==> config.mk <==
export PLATFORM = sky130hd
export DESIGN_NAME = mdu_iter
export DESIGN_NICKNAME = d
export VERILOG_FILES = /design/src/rtl/mdu_iter.sv
export SDC_FILE = /design/constraint.sdc
export NUM_CORES = 2
export LEC_CHECK = 0
export CAP_MARGIN = 20
export CORE_ASPECT_RATIO = 0.8
export CORE_MARGIN = 8
export CORE_UTILIZATION = 25
export DETAILED_ROUTE_END_ITERATION = 10
export SETUP_SLACK_MARGIN = 0.3
export SKIP_LAST_GASP = 1
export SLEW_MARGIN = 5
export SYNTH_ARGS = -nofsm -noshare
export SYNTH_HDL_FRONTEND = slang
export SYNTH_SLANG_ARGS = --single-unit
==> constraint.sdc <==
create_clock -name clk -period 14.1 [get_ports clk]
set_input_delay 1.41 -clock clk [delete_from_list [all_inputs] [get_ports clk]]
set_output_delay 1.41 -clock clk [all_outputs]
set_load 0.005 [all_outputs]
==> src/rtl/mdu_iter.sv <==
// mdu_iter: iterative multiply/divide unit; define MDU_MUL_ITER_EN for a shift-add multiply, otherwise the multiply is single-cycle
module mdu_iter #(
  parameter int WIDTH = 32
) (
  input  logic               clk,
  input  logic               rst,
  input  logic [1:0]         op,
  input  logic               start,
  input  logic               annul,
  input  logic [WIDTH-1:0]   src1,
  input  logic [WIDTH-1:0]   src2,
  output logic [2*WIDTH-1:0] result,
  output logic               ready,
  output logic               busy,
  output logic               stall_req
);
  typedef enum logic [1:0] {IDLE, CALC, DONE} state_t;
  localparam int CW = $clog2(WIDTH);
  state_t state, state_nxt;
  logic [WIDTH-1:0] rem, quo, dvs, a_mag, b_mag, rem_f, quo_f;
  logic [CW-1:0] cnt;
  logic [1:0] op_q;
  logic neg_q, neg_r, a_neg, b_neg, accept, dz, quick, ge;
  logic [WIDTH:0] sh, diff;
  logic [2*WIDTH-1:0] res_q, res_calc, mul_mag;
`ifdef MDU_MUL_ITER_EN
  logic [WIDTH:0] sum;
  assign sum = {1'b0, rem} + (quo[0] ? {1'b0, dvs} : '0);
  assign quick = op[1] & dz;
`else
  logic [2*WIDTH-1:0] prod;
  assign prod = {{WIDTH{a_neg}}, src1} * {{WIDTH{b_neg}}, src2};
  assign quick = ~op[1] | dz;
`endif
  assign accept = state == IDLE & start & ~annul;
  assign a_neg = ~op[0] & src1[WIDTH-1];
  assign b_neg = ~op[0] & src2[WIDTH-1];
  assign a_mag = a_neg ? -src1 : src1;
  assign b_mag = b_neg ? -src2 : src2;
  assign dz = src2 == '0;
  assign sh = {rem, quo[WIDTH-1]};
  assign diff = sh - {1'b0, dvs};
  assign ge = ~diff[WIDTH];
  assign quo_f = neg_q ? -quo : quo;
  assign rem_f = neg_r ? -rem : rem;
  assign mul_mag = {rem, quo};
  assign res_calc = op_q[1] ? {rem_f, quo_f} : (neg_q ? -mul_mag : mul_mag);
  assign busy = state == CALC;
  assign stall_req = accept | busy;
  assign ready = state == DONE & ~annul & ~rst;
  assign result = ready ? res_calc : res_q;
  // state register
  always_ff @(posedge clk) state <= rst ? IDLE : state_nxt;
  // next-state: annul aborts, counter ends the iteration
  always_comb begin
    state_nxt = state;
    unique case (state)
      IDLE: if (accept) state_nxt = quick ? DONE : CALC;
      CALC: state_nxt = annul ? IDLE : (cnt == CW'(WIDTH - 1) ? DONE : CALC);
      default: state_nxt = IDLE;
    endcase
  end
  // operand load, one iteration step per CALC cycle, result commit on ready
  always_ff @(posedge clk) begin
    if (rst) begin
      rem <= '0;
      quo <= '0;
      dvs <= '0;
      cnt <= '0;
      op_q <= '0;
      neg_q <= 1'b0;
      neg_r <= 1'b0;
      res_q <= '0;
    end else if (accept) begin
      cnt <= '0;
      op_q <= op;
      if (op[1] & dz) begin
        rem <= src1;
        quo <= '1;
        dvs <= src2;
        neg_q <= 1'b0;
        neg_r <= 1'b0;
      end else if (op[1]) begin
        rem <= '0;
        quo <= a_mag;
        dvs <= b_mag;
        neg_q <= a_neg ^ b_neg;
        neg_r <= a_neg;
      end else begin
`ifdef MDU_MUL_ITER_EN
        rem <= '0;
        quo <= b_mag;
        dvs <= a_mag;
        neg_q <= a_neg ^ b_neg;
        neg_r <= 1'b0;
`else
        {rem, quo} <= prod;
        dvs <= src2;
        neg_q <= 1'b0;
        neg_r <= 1'b0;
`endif
      end
    end else if (busy) begin
      cnt <= cnt + 1'b1;
      if (op_q[1]) begin
        rem <= ge ? diff[WIDTH-1:0] : sh[WIDTH-1:0];
        quo <= {quo[WIDTH-2:0], ge};
      end
`ifdef MDU_MUL_ITER_EN
      else begin
        rem <= sum[WIDTH:1];
        quo <= {sum[0], quo[WIDTH-1:1]};
      end
`endif
    end else if (ready) res_q <= res_calc;
  end
endmodule

==> metrics.md <==
| Metric | Value |
|---|---|
| DR iter-0 viols | `between 3000 and 4000` |
| Final period util | `72.83%` |
| Seq cells post-synth | `170` |
| Wire length per cell | `about 19 um` |
| Hold WS | `0.4724 ns` |
| CP max-delay cell | `fa_1` |
| Sequential cell area | `about 3400 sq um` |
| Mapped cell area | `50000 sq um` |
| First-pass GRT wire length | `between 200000 and 300000 um` |
| Die Y-Extent | `roughly 420 um` |
| RSZ-0062 raised after global routing | `no` |
| Multi-input logic area | `40740 sq um` |
| FFs w/ async S/R, synth | `0%` |
| Outcome | `finished, final reports clean` |
| Vias in the first global route | `42550` |
| Maximum clock path buffer count | `2` |
| Root Driver | `clkbuf_16` |
| Leading area contributor after synthesis | `fa_1` |
| Clock buffer count from CTS | `17` |
| Vias per cell | `4.785` |
| Initial Utilization | `25.20%` |
| Setup violations, final | `0` |
| Top cell by count, worst path | `fa_1` |
| Post-CTS Setup Inserts | `0` |
| Ports | `about 140` |
| Mapped Avg Cell Area | `8.588 sq um` |
| Syn-to-layout area delta | `8.787%` |
| Post-synth EDFFs | `0` |
| Hold Vio Cnt, Final | `0` |
| CP max FO | `39` |
| Clock Pin Slew Worst Setup and Hold Paths | `roughly 0.070 ns` |
| IO Port Bufs | `136` |
| Layout Nets | `7131` |
| Die X | `slightly above 500 um` |
| Max-cap check violation count | `0` |
| Number of fill cells in the layout | `between 20000 and 25000` |
| H-tree depth | `4` |
| Ys flop type | `dfxtp_1` |
| Synthesized instance count | `5822` |
| Die area | `between 200000 and 250000 sq um` |
| Post-CTS sizing | `0` |
| Worst slew margin | `approximately a quarter` |
| Syn. warnings | `0` |
| Final wirelength | `159600 um` |
| Final Skew | `0.01232 ns` |
| Unique masters post-synth | `79` |
| Setup TNS | `0 ns` |
| Drt first pass iters | `6` |
| Slowest cell delay on critical path | `0.88 ns` |
| Crit Path Category | `primary input to register` |
| Max Freq | `97.38 MHz` |
| Crit start category | `primary input` |
| Most instantiated library cell after synthesis | `inv_1` |
| Core area | `198400 sq um` |
| Setup crit end kind | `register` |
| Share of cells above drive strength 1 | `under 10%` |
| Setup ws final | `about 3.8 ns` |
| CP Data Required Time | `14.46 ns` |
| Initial antenna violation count | `27` |
| Seq/Total Area, Yosys | `about 6.8%` |
| Slew Limit Fails | `0` |
| Min cycle time layout | `10.27 ns` |
| Clock sinks | `170` |
| FP Rows | `~150` |
| Pin count of the biggest net entering global routing | `approximately 110` |
| Post-route DRC | `0` |
| Grt ovf | `0` |
| Synth top area cells | `fa_1 45%, inv_1 8.9%, dfxtp_1 6.8%` |
| CP arrival | `10.63 ns` |
| Clk Latency, worst-skew pair | `0.47 ns` |
| RD Place Congestion | `0.9178` |
| Total Routing Usage GR | `14.88%` |
| Vias | `40037` |
| DPL Wire Length | `119800 um` |
| Synth cell count leaders | `1182 x inv_1, 1126 x fa_1, 858 x nand2_1` |
| Synth top area share | `around 45%` |
| Synthesized Nets | `7268` |
| CTS tree | `built` |
| Post-place setup slack | `3.000 ns` |
| Antenna-violating nets left | `0` |
| Tightest Pin Transition | `roughly 1.1 ns` |
| CTS Hold Buffers Added | `0` |
| Worst hold path type | `register to register` |
-- registers in the layout, indices dropped and copies added, names as in the netlist, 2 cells and up --
| signal | flops |
|---|---|
| res_q | 64 |
| rem | 32 |
| cnt | 5 |
| quo | 32 |
| dvs | 32 |
| state | 2 |
-- worst paths after layout --
kind                            slack [ns]  startpoint       to  cells past startpoint
worst max register to register       10.15      rem[1]  rem[24]                     11
worst min register to register        0.47     dvs[31]  dvs[31]                      2
worst max-delay path                  3.83    src1[31]  rem[30]                     31
worst min-delay path                  0.47     dvs[31]  dvs[31]                      2
-- area by class of cell --
type | instances | area share, %
Tap cell | 2664 | 6.128
Multi-Input combinational cell | 4089 | 74.90
Sequential cell | 170 | 6.257
Timing Repair Buffer | 225 | 3.428
Inverter | 1182 | 8.157
Clock buffer | 20 | 0.8213
Antenna cell | 5 | 0.02300
Clock inverter | 12 | 0.2807
-- cells by family after synthesis --
| family | count (synthesis) | share of synthesized area [%] |
|---|---|---|
| adders and majority gates | 1376 | 51.34 |
| buffers and inverters | 1563 | 11.77 |
| muxes | 37 | 0.7908 |
| and+or+nand+nor | 1786 | 16.95 |
| DFF | 170 | 6.807 |
| xor gates and xnor gates | 207 | 3.626 |
| AOI/OAI and AO/OA | 683 | 8.714 |
-- placed cells by master (no fill, tap or decap), drive strengths merged, types with 9 or more instances in the layout --
cell and count:
xor2 99, o22ai 23, or4 14, nor2 240, a31oi 21, fa 1126, a22oi 9, mux2 20
and2 366, nand2 858, inv 1190, buf 133, clkdlybuf4s50 92, nand3 33, a21o 54, nand2b 22
nand4 16, clkbuf 20, a21oi 205, dfxtp 170, o31ai 26, xnor2 108, nor4 16, o21a 17
and3 25, o21ai 139, a211oi 62, and4 9, o41ai 13, a221oi 19, ha 250, or3 21
mux2i 17, a311oi 21, nor3 49, or2 14, o211ai 19, nor2b 83
-- metal layers --
metal / vias up / part of all wire [%] / wire, um / track usage [%]
met4: 6 / 3.4 / 5361 / 4.105
met2: 1901 / 45 / 71800 / 23.83
met5: - / 0.028 / 45 / 0
li1: 17297 / - / - / -
met3: 367 / 9.3 / 14900 / 2.771
met1: 20466 / 42 / 67460 / 20.57
-- per-stage QoR --
stage	cell area, sq um	instances	utilization [%]
after global placement	53680	8324	27.06
final	54390	8367	27.42
after detailed placement	53690	8325	27.06
after floorplan	50000	5822	-
after global routing	54380	8364	27.41
after CTS	54290	8357	27.36
-- critical path, delay by kind of cell --
kind            cells  cell delay (ns)
fa+ha+maj           9             4.70
buf+inv            10             1.85
xor+xnor            1             0.17
compound gates      4             0.85
simple gates        7             1.61
Power is left out: the tool's default activity adds up to more than one toggle a clock period on the data nets, which glitch-free logic cannot reach.
